`config.mk`:
```
export PLATFORM = sky130hd
export DESIGN_NAME = router_src_arbiter
export DESIGN_NICKNAME = d
export VERILOG_FILES = /design/src/rtl/router_src_arbiter.sv
export SDC_FILE = /design/constraint.sdc
export NUM_CORES = 1
export LEC_CHECK = 0
export ABC_AREA = 1
export BUFFER_PORTS_ARGS = -buffer_cell sky130_fd_sc_hd__buf_2
export CAP_MARGIN = 20
export CORE_MARGIN = 2
export CORE_UTILIZATION = 59
export DETAILED_ROUTE_END_ITERATION = 7
export GPL_ROUTABILITY_DRIVEN = 1
export GPL_TIMING_DRIVEN = 0
export PLACE_DENSITY = 0.86
export SKIP_CTS_REPAIR_TIMING = 1
export SYNTH_ARGS = -nofsm -noshare
export SYNTH_HDL_FRONTEND = slang
export SYNTH_SLANG_ARGS = --single-unit
```
`constraint.sdc`:
```
create_clock -name clock -period 4.73 [get_ports clock]
set_input_delay 0.473 -clock clock [delete_from_list [all_inputs] [get_ports clock]]
set_output_delay 0.473 -clock clock [all_outputs]
set_load 0.05 [all_outputs]
```
`src/rtl/router_src_arbiter.sv`:
```
// Round-robin packet arbiter feeding the router input port from three sources.
// Frames each packet from the header length and appends the XOR parity byte.
module router_src_arbiter #(
    parameter int N_SRC = 3,
    parameter int DW    = 8
) (
    input  logic               clock,
    input  logic               reset,
    input  logic [N_SRC-1:0]   src_valid,
    input  logic [N_SRC*DW-1:0] src_data,
    output logic [N_SRC-1:0]   src_ready,
    input  logic               busy,
    output logic [DW-1:0]      data_in,
    output logic               pkt_valid,
    output logic               grant_vld,
    output logic [1:0]         grant_id,
    output logic               pkt_done,
    output logic               underrun
);

    localparam int LW = DW - 2;

    typedef enum logic [2:0] {
        S_IDLE,
        S_HEADER,
        S_PAYLOAD,
        S_PARITY,
        S_GAP
    } state_t;

    state_t          state_q, state_d;
    logic [1:0]      grant_q, grant_d;
    logic [1:0]      last_q, last_d;
    logic [LW-1:0]   cnt_q, cnt_d;
    logic [DW-1:0]   parity_q, parity_d;
    logic            grant_vld_q, grant_vld_d;
    logic            pkt_done_q, pkt_done_d;
    logic            underrun_q, underrun_d;

    logic [DW-1:0]    src_byte;
    logic             src_vld_g;
    logic [N_SRC-1:0] grant_oh;
    logic [DW-1:0]    pay_byte;
    logic [LW-1:0]    hdr_len;
    logic             rr_found;
    logic [1:0]       rr_pick;

    // Select the owning source's byte and valid.
    always_comb begin
        src_byte  = '0;
        src_vld_g = 1'b0;
        grant_oh  = '0;
        for (int i = 0; i < N_SRC; i++) begin
            if (int'(grant_q) == i) begin
                src_byte    = src_data[i*DW +: DW];
                src_vld_g   = src_valid[i];
                grant_oh[i] = 1'b1;
            end
        end
    end

    // A missing payload byte is forwarded as zero so the router framing stays intact.
    assign pay_byte = src_vld_g ? src_byte : '0;
    assign hdr_len  = src_byte[DW-1:2];

    always_comb begin
        int idx;
        rr_found = 1'b0;
        rr_pick  = 2'd0;
        idx      = 0;
        for (int k = 1; k <= N_SRC; k++) begin
            idx = (int'(last_q) + k) % N_SRC;
            if (!rr_found && src_valid[idx]) begin
                rr_found = 1'b1;
                rr_pick  = 2'(idx);
            end
        end
    end

    always_comb begin
        data_in   = '0;
        pkt_valid = 1'b0;
        src_ready = '0;
        case (state_q)
            S_HEADER: begin
                data_in   = src_byte;
                pkt_valid = 1'b1;
                if (!busy && src_vld_g) src_ready = grant_oh;
            end
            S_PAYLOAD: begin
                data_in   = pay_byte;
                pkt_valid = 1'b1;
                if (!busy && src_vld_g) src_ready = grant_oh;
            end
            S_PARITY: begin
                data_in = parity_q;
            end
            default: begin
            end
        endcase
    end

    always_comb begin
        state_d     = state_q;
        grant_d     = grant_q;
        last_d      = last_q;
        cnt_d       = cnt_q;
        parity_d    = parity_q;
        grant_vld_d = grant_vld_q;
        pkt_done_d  = 1'b0;
        underrun_d  = underrun_q;
        case (state_q)
            S_IDLE: begin
                if (!busy && rr_found) begin
                    grant_d     = rr_pick;
                    grant_vld_d = 1'b1;
                    state_d     = S_HEADER;
                end
            end
            S_HEADER: begin
                if (!busy && src_vld_g) begin
                    parity_d = src_byte;
                    cnt_d    = hdr_len;
                    state_d  = (hdr_len != '0) ? S_PAYLOAD : S_PARITY;
                end
            end
            S_PAYLOAD: begin
                if (!busy) begin
                    parity_d = parity_q ^ pay_byte;
                    cnt_d    = cnt_q - LW'(1);
                    if (!src_vld_g) underrun_d = 1'b1;
                    if (cnt_q == LW'(1)) state_d = S_PARITY;
                end
            end
            S_PARITY: begin
                if (!busy) begin
                    pkt_done_d  = 1'b1;
                    last_d      = grant_q;
                    grant_vld_d = 1'b0;
                    state_d     = S_GAP;
                end
            end
            S_GAP: begin
                state_d = S_IDLE;
            end
            default: begin
                state_d = S_IDLE;
            end
        endcase
    end

    always_ff @(posedge clock or posedge reset) begin
        if (reset) begin
            state_q     <= S_IDLE;
            grant_q     <= 2'd0;
            last_q      <= 2'd2;
            cnt_q       <= '0;
            parity_q    <= '0;
            grant_vld_q <= 1'b0;
            pkt_done_q  <= 1'b0;
            underrun_q  <= 1'b0;
        end else begin
            state_q     <= state_d;
            grant_q     <= grant_d;
            last_q      <= last_d;
            cnt_q       <= cnt_d;
            parity_q    <= parity_d;
            grant_vld_q <= grant_vld_d;
            pkt_done_q  <= pkt_done_d;
            underrun_q  <= underrun_d;
        end
    end

    assign grant_vld = grant_vld_q;
    assign grant_id  = grant_q;
    assign pkt_done  = pkt_done_q;
    assign underrun  = underrun_q;

endmodule

```
======== After elaboration in Yosys (flattened, before gate mapping) ========
Index checks and enable logic that the tools add are counted.
cells by class
  $add $sub $neg .......................... 4
  div/mod/pow operators ................... 3
  $lt $le $gt $ge ......................... 3
  equal/unequal tests ..................... 11
  muxes and demuxes ....................... 47
  bitwise logic cells ..................... 3
  reductions and logical operators ........ 19
operator list
  kind                                                                      number
  32-bit by 4-bit < comparator with 1-bit output, second input constant     3
  32-bit by 3-bit remainder unit with 32-bit output, second input constant  3
  8-bit two-way mux                                                         6
  8-bit one-hot mux with 3 select lines                                     1
  1-bit two-way mux                                                         21
  3-bit two-way mux                                                         7
  8-bit one-hot mux with 2 select lines                                     1
  6-bit two-way mux                                                         2
  3-bit one-hot mux with 4 select lines                                     1
  6-bit one-hot mux with 2 select lines                                     1
  2-bit inequality test, second input constant                              5
  3-bit AND reduction                                                       3
  8-bit bitwise XOR                                                         1
  2-bit by 2-bit adder with 3-bit output, second input constant             2
  1-bit binary-select mux with 2-bit select                                 3
  3-bit by 2-bit equality test with 1-bit output, second input constant     2
  6-bit by 1-bit equality test with 1-bit output, second input constant     1
  2-bit two-way mux                                                         3
  6-bit nonzero test                                                        1
  6-bit by 1-bit subtractor with 6-bit output, second input constant        1
  5-bit AND reduction                                                       1
  2-bit equality test, second input constant                                2
  1-bit logical AND                                                         4
  2-bit AND reduction                                                       2
  other kinds (9)                                                           13
storage, ports and cells
  register bits after elaboration ......... 24
  input port bits ......................... 30
  output and inout port bits .............. 17
  logic and storage cells ................. 98

======== Longest topological paths before layout ========
  word-level depth ........................ 15
  mapped depth ............................ 12
  depth with buffers taken out ............ 12

======== Worst setup path after synthesis ========
OpenSTA, ideal clock, no wires.
  path type ............................... reg-to-output
  from .................................... register grant_q[1], in the netlist grant_id[1]
  to ...................................... output src_ready[1]
  arrival ................................. 2.340 ns
  required time ........................... 4.257 ns
  slack ................................... 1.917 ns
  stages on the path, launching flop included .. 7
  buffers on the path ..................... 0
  cell sequence ........................... dfrtp_1 nor2_2 nand2_4 nand2_4 inv_6 nand3_4 nor3_1
on the way
  cells in the longest elaborated chain, start to end .. 7
  elaborated cells on any way between the ends .. 10
  those cells by class .................... eq/ne (2); mux (6); reduce/logical (2)
RTL lines
  what                             RTL line  text
  start: declaration               32        logic [1:0] grant_q, grant_d;
  start signal: assignment         164       grant_q <= grant_d;
  2-bit zero test                  54        if (int'(grant_q) == i) begin
  1-bit two-way mux (3 in series)  54
  1-bit logical AND                88, 93
  3-bit two-way mux (*)            88, 93
  3-bit two-way mux (*)            --
  end: declaration                 11        output logic [N_SRC-1:0] src_ready,
Mark *: on every way between the ends. The rest lies on a longest branch, timed or not.

======== Worst setup path in the final report ========
  from .................................... register grant_q[1], in the netlist grant_id[1]
  to ...................................... output data_in[4]
on the way
  cells in the longest elaborated chain, start to end .. 6
  elaborated cells on any way between the ends .. 11
  those cells by class .................... eq/ne (2); mux (8); reduce/logical (1)
RTL lines
  what                                                                  RTL line  text
  2-bit zero test                                                       54
  8-bit two-way mux or 1-bit two-way mux (tied branches) (3 in series)  54
  8-bit two-way mux                                                     63        assign pay_byte = src_vld_g ? src_byte : '0;
  8-bit one-hot mux with 3 select lines (*)                             84        case (state_q)
  end: declaration                                                      13        output logic [DW-1:0] data_in,
Marks and branches as above.

==> flow_metrics.tcl <==
set metrics [dict create \
    seq_area_frac_synth_pct 29.24 \
    post-route-cell-area_sq_um 2400 \
    worst-path-max-fanout 10 \
    fin_crit_sh_pct 54.13 \
    worst_ir_drop_vdd_uv 565.4 \
    intPower_uw 772.6 \
    cts_root_buf "clkbuf_4" \
    synth_area_per_cell_sq_um 6.432 \
    grt_start_max_net_pins 25 \
    coreArea_sq_um 3337 \
    max-clock-path-buffers 2 \
    fin_nets 408 \
    p_seq_share_pct 19.0 \
    ys_warn_count 0 \
    antenna_found_initial 0 \
    dr_total_vias 2251 \
    rsz0062_at_grt "no" \
    cp.required_ns 4.26 \
    r2r_cells 11 \
    clk_pin_slew_ns 0.14 \
    period_needed_ns 2.560 \
    ys_seq_elements 24 \
    cts_made_buffers 3 \
    initial_core_util_pct 61.68 \
    crit_chain "inv_4 > nor2_4 > nand2_1 > o211ai_1 > nand2_1 > o221ai_1 > buf_2" \
    die_w_um 63.07 \
    numPortBuffers 46 \
    max_stage_delay_ns 0.56 \
    slowest_stage "dfrtp_1" \
    viasPerCell 5.398 \
    final_max_slew_viol_count 0 \
    synth_nets 356 \
    num_antenna_cells 0 \
    dieArea_sq_um 3977 \
    routed_wirelength_mm 5.244 \
    setup_viol 0 \
    place_congestion 0.9293 \
    detail-route-antenna-nets 0 \
    synth_area_sq_um 2058 \
    p_comb_share_pct 76.0 \
    clock.fmax_ghz 0.3906 \
    power.leakage_uw 0.001337 \
    cts_tree "done" \
    cp-start-kind "flip-flop" \
    routedWlPerCell_um 12.58 \
    dpl_cell_area_sq_um 2346 \
    worst-path-stages 7 \
    syn2layout_area_growth_pct 16.60 \
    critPathKind "reg2out" \
    syn_inst 320 \
    clock_sinks 24 \
    overflow 0 \
    crit_path_end_kind "primary output" \
    drc 0 \
    path_delay_family "flip-flops" \
    fin_setup_tns_ns 0 \
    synth_cell_types 32 \
    h-tree-depth 1 \
    drive_gt1_share_pct 21.56 \
    worstPathArrival_ns 2.09 \
    p_clk_share_pct 5.0 \
    dieHeight_um 63.07 \
    final.setup_skew_ns 0.007165 \
    ios 47 \
    gr-usage-all-layers_pct 27.78 \
    worst_pin_slew_ns 0.4653 \
    insertion_delay_ns 0.32 \
    grt_pass1_vias 2070 \
    grt_first_pass_wirelength_mm 8.949 \
    switching_share_pct 60.55 \
    dr.pass1.iters 4 \
    cpMostUsedCell "nand2_1" \
    drt_first_iter_violations 161 \
    hold_viol_final 0 \
    status "completed" \
    switching_power_uw 1186 \
    num_rows 21 \
    max_slew_margin_pct 68.98 \
    dpl.hpwl_mm 4.073 \
    hp-class "in2async" \
    maxCapViolations 0 \
    path_buf_inv 2 \
    cellPowerDensity_nw_per_um2 816.0 \
]
power by group through the flow:
| stage | registers (uW) | logic (uW) | clock network, uW |
|---|---|---|---|
| finish | 372 | 1490 | 98.7 |
| global route | 385 | 1650 | 103 |
| CTS | 370 | 1470 | 98.5 |
| detailed placement | 375 | 1470 | 0 |
| global placement | 369 | 1440 | 0 |
| floorplan | 418 | 1120 | 0 |
state kept, by name, summed over array words and instances (netlist names):
signal / cells
cnt_q: 6
grant_id: 2
grant_vld: 1
last_q: 2
parity_q: 8
pkt_done: 1
state_q: 3
underrun: 1
Yosys cell counts:
| master | number | share of area [%] |
|---|---|---|
| nand2_2 | 6 | 1.8 |
| o21bai_1 | 1 | 0.36 |
| buf_2 | 2 | 0.49 |
| nor2_4 | 1 | 0.55 |
| nor2_2 | 2 | 0.61 |
| nand3_4 | 1 | 0.85 |
| inv_1 | 37 | 6.7 |
| ha_1 | 6 | 3.6 |
| inv_4 | 1 | 0.30 |
| a31oi_1 | 1 | 0.30 |
| nand2_1 | 133 | 24 |
| nand2_8 | 1 | 0.97 |
| nand3_1 | 26 | 6.3 |
| buf_6 | 1 | 0.55 |
| inv_2 | 2 | 0.36 |
| nand2_4 | 2 | 1.1 |
| o21ai_2 | 6 | 2.6 |
| nand4_1 | 4 | 1.2 |
| buf_1 | 1 | 0.18 |
| buf_8 | 1 | 0.73 |
| a21oi_1 | 2 | 0.49 |
| nor2_1 | 24 | 4.4 |
| dfrtp_1 | 23 | 28 |
| xor2_1 | 2 | 0.85 |
| o221ai_1 | 6 | 2.6 |
| inv_6 | 1 | 0.43 |
| o21ai_0 | 18 | 4.4 |
| o211ai_1 | 3 | 1.1 |
| nor3_1 | 3 | 0.73 |
| nor2_8 | 1 | 0.97 |
| dfstp_2 | 1 | 1.3 |
| buf_12 | 1 | 0.97 |
metal layers:
metal	GRT usage [%]	share of wire, %	vias to the layer above
met5	0	0	-
met4	8.889	1.2	0
met3	2.321	8.4	8
met2	45.88	46	108
met1	38.67	44	1013
li1	-	-	1122
stage by stage:
step           setup WS [ns]  std cells  hold WS (ns)  total power [uW]  util, %
4_1_cts                2.189        416        0.3327              1939    71.09
3_3_place_gp           2.556        412        0.4649              1809    70.30
6_report               2.170        417        0.1960              1958    71.92
3_5_place_dp           2.552        412        0.4686              1841    70.30
5_1_grt                1.984        417        0.2062              2138    71.92
2_1_floorplan          1.917        320        0.4570              1534        -
worst paths after layout:
path	from	end	slack [ns]
worst max register to register	last_q[0]$_DFFE_PP0P_	grant_id[1]$_DFFE_PP0P_	2.94
max in group asynchronous	reset	last_q[1]$_DFFE_PP1P_	4.31
worst max-delay path	grant_id[1]$_DFFE_PP0P_	data_in[4]	2.17
worst min-delay path	reset	parity_q[4]$_DFFE_PP0P_	0.20
worst min register to register	underrun$_DFFE_PP0P_	underrun$_DFFE_PP0P_	0.49
min in group clock	busy	state_q[2]$_DFFE_PP0P_	0.33
cells in the final DEF, fill, tap and decap left out, drive strengths merged, types with 3 or more instances in the layout:
master / instances
nand2: 142
buf: 53
inv: 41
nor2: 28
nand3: 27
o21ai: 24
dfrtp: 23
o221ai: 6
ha: 6
nand4: 4
clkbuf: 4
nor3: 3
o211ai: 3
cell families after synthesis:
group | count (synthesis) | synth area share, %
flops | 24 | 29.24
fa+ha+maj | 6 | 3.647
simple gates | 204 | 43.77
buf+inv | 47 | 10.76
compound gates | 37 | 11.73
xor+xnor | 2 | 0.8512
area by class of cell:
type / instances / area, sq um
Multi-Input combinational cell: 249 / 1235
Fill cell: 302 / 937.1
Sequential cell: 24 / 601.8
Timing Repair Buffer: 47 / 257.7
Inverter: 41 / 161.4
Buffer: 6 / 60.06
Tap cell: 46 / 57.56
Clock buffer: 4 / 26.28
worst min-delay path: stages:
cell and delay [ns]:
buf_2 0.10, inv_1 0.11, buf_16 0.19
Note: power is estimated with default switching activity, not from simulation.
